$ cat src/rtl/piso_pkg.sv
// ---------------------------------------------------------------------------
// piso_pkg
// Shared definitions for the piso_tx parallel-in serial-out transmitter.
//   state_e        : transmitter FSM states (IDLE, SHIFT, optional PARITY)
//   DEFAULT_WIDTH  : default number of data bits per word
//   countWidth()   : bit-counter width for a given word width (minimum 1)
// ---------------------------------------------------------------------------
package piso_pkg;

    typedef enum logic [1:0] {
        ST_IDLE   = 2'd0,
        ST_SHIFT  = 2'd1,
        ST_PARITY = 2'd2
    } state_e;

    localparam int DEFAULT_WIDTH = 8;

    // A one-bit word still needs a one-bit counter, so $clog2 is floored at 1.
    function automatic int countWidth(input int width);
        return (width > 1) ? $clog2(width) : 1;
    endfunction

endpackage

$ cat src/rtl/piso_bit_counter.sv
// ---------------------------------------------------------------------------
// piso_bit_counter
// Up-counter that tracks which bit of the word is currently on the line.
// Updates on the falling edge of clk; asynchronous active-high reset.
// Ports:
//   clk        : clock, falling-edge active
//   reset      : asynchronous, active-high; clears the count
//   clear_i    : synchronous clear to 0 (has priority over enable_i)
//   enable_i   : increment by one
//   terminal_o : high while the count equals WIDTH-1
// ---------------------------------------------------------------------------
module piso_bit_counter
    import piso_pkg::*;
#(
    parameter int WIDTH = DEFAULT_WIDTH
) (
    input  logic clk,
    input  logic reset,
    input  logic clear_i,
    input  logic enable_i,
    output logic terminal_o
);

    localparam int CW = countWidth(WIDTH);
    localparam logic [CW-1:0] LAST = CW'(WIDTH - 1);

    logic [CW-1:0] count_q, count_d;

    // Next count: clear wins so a new word always starts from bit 0.
    always_comb begin
        count_d = count_q;
        if (clear_i) begin
            count_d = '0;
        end else if (enable_i) begin
            count_d = count_q + 1'b1;
        end
    end

    // Count register, same falling-edge clocking as the rest of the link.
    always_ff @(negedge clk or posedge reset) begin
        if (reset) begin
            count_q <= '0;
        end else begin
            count_q <= count_d;
        end
    end

    assign terminal_o = (count_q == LAST);

endmodule

$ cat src/rtl/piso_tx.sv
// ---------------------------------------------------------------------------
// piso_tx
// Parallel-in serial-out transmitter for the serial shift link. Accepts one
// WIDTH-bit word via a valid/ready handshake, then drives it out one bit per
// clock period on ser_out, qualified by ser_valid, and pulses done for one
// period once the word has been sent. All state changes on the falling edge
// of clk; reset is asynchronous and active-high.
//
// Optional feature (macro PISO_TX_PARITY_EN): appends one even-parity bit
// after the data bits; done then follows the parity period.
//
// Ports:
//   clk        : clock, falling-edge active
//   reset      : asynchronous, active-high reset
//   load_valid : load_data holds a word to send
//   load_ready : transmitter is idle and will accept a word
//   load_data  : word to transmit
//   ser_out    : serial data bit (registered)
//   ser_valid  : ser_out carries a transmitted bit (registered)
//   busy       : a word is in flight
//   done       : one-period pulse after the final bit (registered)
// ---------------------------------------------------------------------------
module piso_tx
    import piso_pkg::*;
#(
    parameter int WIDTH     = DEFAULT_WIDTH,
    parameter bit LSB_FIRST = 1'b1
) (
    input  logic             clk,
    input  logic             reset,
    input  logic             load_valid,
    output logic             load_ready,
    input  logic [WIDTH-1:0] load_data,
    output logic             ser_out,
    output logic             ser_valid,
    output logic             busy,
    output logic             done
);

    state_e           state_q, state_d;
    logic [WIDTH-1:0] shiftReg_q, shiftReg_d;
    logic             serOut_q, serOut_d;
    logic             serValid_q, serValid_d;
    logic             done_q, done_d;
`ifdef PISO_TX_PARITY_EN
    logic             parity_q, parity_d;
`endif

    logic             loadFire;
    logic             lastBit;
    logic             cntEnable;
    logic [WIDTH-1:0] srcWord;
    logic [WIDTH-1:0] nextRest;
    logic             nextBit;

    assign loadFire  = (state_q == ST_IDLE) && load_valid;
    assign cntEnable = (state_q == ST_SHIFT) && !lastBit;

    piso_bit_counter #(
        .WIDTH (WIDTH)
    ) u_bit_counter (
        .clk        (clk),
        .reset      (reset),
        .clear_i    (loadFire),
        .enable_i   (cntEnable),
        .terminal_o (lastBit)
    );

    // The outgoing bit comes straight from load_data on the handshake edge
    // (zero latency) and from the shift register afterwards, so one
    // extract-and-shift path serves both cases.
    always_comb begin
        srcWord = loadFire ? load_data : shiftReg_q;
        if (LSB_FIRST) begin
            nextBit  = srcWord[0];
            nextRest = srcWord >> 1;
        end else begin
            nextBit  = srcWord[WIDTH-1];
            nextRest = srcWord << 1;
        end
    end

    // State and output registers.
    always_ff @(negedge clk or posedge reset) begin
        if (reset) begin
            state_q    <= ST_IDLE;
            shiftReg_q <= '0;
            serOut_q   <= 1'b0;
            serValid_q <= 1'b0;
            done_q     <= 1'b0;
`ifdef PISO_TX_PARITY_EN
            parity_q   <= 1'b0;
`endif
        end else begin
            state_q    <= state_d;
            shiftReg_q <= shiftReg_d;
            serOut_q   <= serOut_d;
            serValid_q <= serValid_d;
            done_q     <= done_d;
`ifdef PISO_TX_PARITY_EN
            parity_q   <= parity_d;
`endif
        end
    end

    // Next-state logic.
    always_comb begin
        state_d = state_q;
        case (state_q)
            ST_IDLE: begin
                if (load_valid) begin
                    state_d = ST_SHIFT;
                end
            end
            ST_SHIFT: begin
                if (lastBit) begin
`ifdef PISO_TX_PARITY_EN
                    state_d = ST_PARITY;
`else
                    state_d = ST_IDLE;
`endif
                end
            end
`ifdef PISO_TX_PARITY_EN
            ST_PARITY: begin
                state_d = ST_IDLE;
            end
`endif
            default: begin
                state_d = ST_IDLE;
            end
        endcase
    end

    // Registered-output next values; the line idles at 0 with ser_valid low.
    always_comb begin
        shiftReg_d = shiftReg_q;
        serOut_d   = 1'b0;
        serValid_d = 1'b0;
        done_d     = 1'b0;
`ifdef PISO_TX_PARITY_EN
        parity_d   = parity_q;
`endif
        case (state_q)
            ST_IDLE: begin
                if (load_valid) begin
                    shiftReg_d = nextRest;
                    serOut_d   = nextBit;
                    serValid_d = 1'b1;
`ifdef PISO_TX_PARITY_EN
                    parity_d   = ^load_data;
`endif
                end
            end
            ST_SHIFT: begin
                if (!lastBit) begin
                    shiftReg_d = nextRest;
                    serOut_d   = nextBit;
                    serValid_d = 1'b1;
                end else begin
`ifdef PISO_TX_PARITY_EN
                    serOut_d   = parity_q;
                    serValid_d = 1'b1;
`else
                    done_d     = 1'b1;
`endif
                end
            end
`ifdef PISO_TX_PARITY_EN
            ST_PARITY: begin
                done_d = 1'b1;
            end
`endif
            default: begin
            end
        endcase
    end

    assign load_ready = (state_q == ST_IDLE);
    assign busy       = (state_q != ST_IDLE);
    assign ser_out    = serOut_q;
    assign ser_valid  = serValid_q;
    assign done       = done_q;

endmodule

$ cat config.mk
export PLATFORM = sky130hd
export DESIGN_NAME = piso_tx
export DESIGN_NICKNAME = d
export VERILOG_FILES = /design/src/rtl/piso_pkg.sv /design/src/rtl/piso_bit_counter.sv /design/src/rtl/piso_tx.sv
export SDC_FILE = /design/constraint.sdc
export NUM_CORES = 1
export LEC_CHECK = 0
export ABC_AREA = 1
export BUFFER_PORTS_ARGS = -buffer_cell sky130_fd_sc_hd__buf_2
export CAP_MARGIN = 5
export CORE_AREA = 2 2 42 44
export CTS_CLUSTER_DIAMETER = 80
export CTS_CLUSTER_SIZE = 12
export DETAILED_ROUTE_END_ITERATION = 7
export DIE_AREA = 0 0 44 46
export HOLD_SLACK_MARGIN = 0.15
export PLACE_DENSITY = 0.74
export REMOVE_ABC_BUFFERS = 1
export SLEW_MARGIN = 10
export SYNTH_ARGS = -nofsm -noshare
export SYNTH_HDL_FRONTEND = slang
export SYNTH_HIERARCHICAL = 1
export SYNTH_SLANG_ARGS = --single-unit
$ cat constraint.sdc
create_clock -name clk -period 1.7 [get_ports clk]
set_input_delay 0 -clock clk [delete_from_list [all_inputs] [get_ports clk]]
set_output_delay 0 -clock clk [all_outputs]
set_load 0.1 [all_outputs]
* Word-level counts from Yosys, hierarchy flattened
Cells that the tools add are included.
Word-level totals: register bits 16, input bits 11, output and inout port bits 5, word-level logic and storage cells 38
Cells by class: add/sub/neg operators 1, equal/unequal tests 5, mux-type cells 17, reduce and logical (&&, ||, !) cells 9
Operators by type and width (number):
- 2-to-1 mux 8 bit | 3
- case mux 8 bit (2 select lines) | 1
- 2-to-1 mux 1 bit | 6
- 2-to-1 mux 3 bit | 2
- inequality test 2 bit (second input constant) | 3
- nonzero test 2 bit | 3
- 2-to-1 mux 2 bit | 2
- case mux 1 bit (2 select lines) | 2
- case mux 2 bit (2 select lines) | 1
- adder 3 x 1 -> 3 bit (second input constant) | 1
- == test 3 bit (second input constant) | 1
- AND reduction 3 bit | 1
- == test 2 x 1 -> 1 bit (second input constant) | 1
- logical AND 1 bit | 2
- zero test 2 bit | 1
- AND reduction 2 bit | 1
- zero test 1 bit | 1

* Depth between registers and ports, before layout
depth after elaboration 5, depth in mapped cells 8, gate-level depth less buffers 8

* By module
Netlist, hierarchy kept.
Modules (own cells, without submodules):
- piso_tx | times used 1, cells an instance 71, area each 555.5 um2
- piso_bit_counter | times used 1, cells an instance 18, area each 155.1 um2

==> impl_metrics.json <==
{
  "nFillCells": 138,
  "critPathCaptureType": "output port",
  "start_kind": "register",
  "worstPathArrival_ns": 1.88,
  "cts_resized": 0,
  "netlist_area_um2": 711,
  "row_count": 15,
  "violations": "setup timing",
  "crit_required_ns": 1.70,
  "ys_async_sr_fraction": 1.00,
  "cts.path.max_buffers": 2,
  "synth-seq-area-share": 0.493,
  "synth_cells": 89,
  "dp_hpwl_mm": 1.03,
  "ant_nets": 0,
  "reg2reg_slack_ns": 0.19,
  "clk_pin_slew_worst_paths_ns": 0.06,
  "crit_type": "register to output port",
  "rsz0062_at_grt": "true",
  "max_slew_margin": 0.738,
  "gr-total-overflow": 0,
  "drv_slew": 0,
  "yosysWarnings": 6,
  "drt_first_pass_iters": 4,
  "finalPower_mw": 1.84,
  "maxCapViolCount": 0,
  "die_h_um": 46,
  "ioPinCount": 16,
  "cts_inserted_buffers": 3,
  "ys_seq_elements": 14,
  "yosysMostFrequentCell": "nand2_1",
  "dp_slack_ns": 0.0936,
  "track_usage": 0.161,
  "clkLatencyLatePin_ns": 0.28,
  "synth.distinct_cells": 11,
  "worstHoldPathType": "primary input to asynchronous set/reset pin",
  "power_density_nw_per_um2": 1980,
  "worst_pin_slew_ns": 0.392,
  "cts_tree": "yes",
  "synth_commonest_cells": "nand2_1, inv_1, nand3_1",
  "critPathMaxFanout": 3,
  "synthToLayoutAreaGrowth_pct": 30.6,
  "hold_violations": 0,
  "grt_pass1_vias": 594,
  "finish.net_count": 123,
  "n_antenna_cell": 0,
  "post_cts_buffers": 0,
  "routed-via-count": 605,
  "routed_via_density": 4.80,
  "hold_buffers": 0,
  "drtIter0Drc": 16,
  "synthFlopType": "dfrtn_1",
  "synth.top_cell.area_share": 0.493,
  "finalClockSkew_ns": 0.00252,
  "yosys.area.top_type": "dfrtn_1",
  "detail_route.wirelength_mm": 1.31,
  "core_area_um2": 1610,
  "grt_max_degree": 12,
  "layout-drive-gt1-share": 0.248,
  "setup_viol": 5,
  "holdWs_ns": 0.323,
  "gp_congestion": 0.778,
  "initial_core_util": 0.440,
  "cts_sinks": 14,
  "fp.dieArea_um2": 2020,
  "outcome": "finished, violations left",
  "synth.area.top_cells": "dfrtn_1, nand2_1, nand3_1",
  "cts_root_buf": "clkbuf_4",
  "portBuffers": 15,
  "antenna_found_initial": 0,
  "syn_area_per_cell_um2": 7.99,
  "grt_pass1_wl_mm": 2.31,
  "final.setup.tns_ns": -0.469,
  "htreeDepth": 1,
  "die_x_um": 44,
  "fin_util": 0.575,
  "ir_drop_mv": 0.905,
  "wl_per_cell_um": 10.4,
  "drc": 0,
  "synth-edff-count": 0,
  "p_leak_nw": 0.545,
  "timing.final.ws_setup_ns": -0.183
}
worst paths after layout:
kind | from | endpoint | cells after the start
max reg2reg | u_bit_counter/count_q[0] | u_bit_counter/count_q[2] | 7
max in group asynchronous | reset | ser_out | 2
min reg2reg | shiftReg_q[5] | shiftReg_q[5] | 2
min | reset | u_bit_counter/count_q[2] | 2
min in group clk | shiftReg_q[5] | shiftReg_q[5] | 2
max | state_q[0] | load_ready | 2
through the flow:
stage,cell area (µm²),cells
global route,928,126
CTS,921,125
finish,928,126
global placement,885,121
detailed placement,885,121
floorplan,706,88
registers in the layout (all words and copies together) (netlist names):
name,count
u_bit_counter/count_q,3
ser_out,1
ser_valid,1
shiftReg_q,7
done,1
state_q,1
critical path, cell delays in order, from the launching register on:
cell,delay (ns)
dfrtn_1,0.51
inv_2,0.08
buf_12,0.17
where the power goes:
group | internal, mW | leakage [nW] | total (mW) | switching, mW
clock network | 0.130 | 0.0210 | 0.235 | 0.105
registers | 0.481 | 0.174 | 0.570 | 0.0887
logic | 0.366 | 0.350 | 1.04 | 0.670
total | 0.978 | 0.545 | 1.84 | 0.863
routing by layer:
layer  vias to the layer above  part of all wire  global-route usage
met4                         0             0.031               0.115
li1                        306                 -                   -
met2                        19              0.48               0.259
met3                         6             0.037              0.0278
met1                       274              0.46               0.194
met5                         -                 0                   0
logic make-up (layout without fill, tap and decap cells):
| kind of cell | after synthesis | count (layout) | synth area share |
|---|---|---|---|
| buffers and inverters | 23 | 43 | 0.130 |
| AO/OA/AOI/OAI | 1 | 1 | 0.00704 |
| AND/OR/NAND/NOR | 49 | 49 | 0.335 |
| adder cells (fa/ha/maj) | 2 | 2 | 0.0352 |
| flip-flops | 14 | 14 | 0.493 |
cell type report:
| type | count | area, µm² | area share |
|---|---|---|---|
| Timing Repair Buffer | 17 | 165 | 0.178 |
| Multi-Input combinational cell | 52 | 268 | 0.288 |
| Clock buffer | 4 | 36.3 | 0.0391 |
| Sequential cell | 14 | 350 | 0.377 |
| Inverter | 22 | 87.6 | 0.0943 |
| Tap cell | 17 | 21.3 | 0.0229 |
cells in the final DEF, fill, tap and decap left out:
master    count
buf_2        10
nand2_8       2
inv_2         2
clkbuf_4      3
ha_1          2
buf_12        5
nand2_1      31
dfrtn_1      14
o21ai_1       1
nor2_2        1
inv_6         1
clkbuf_8      1
inv_1        19
buf_4         2
nand3_1      15
Power figures use the tool's default switching activity.
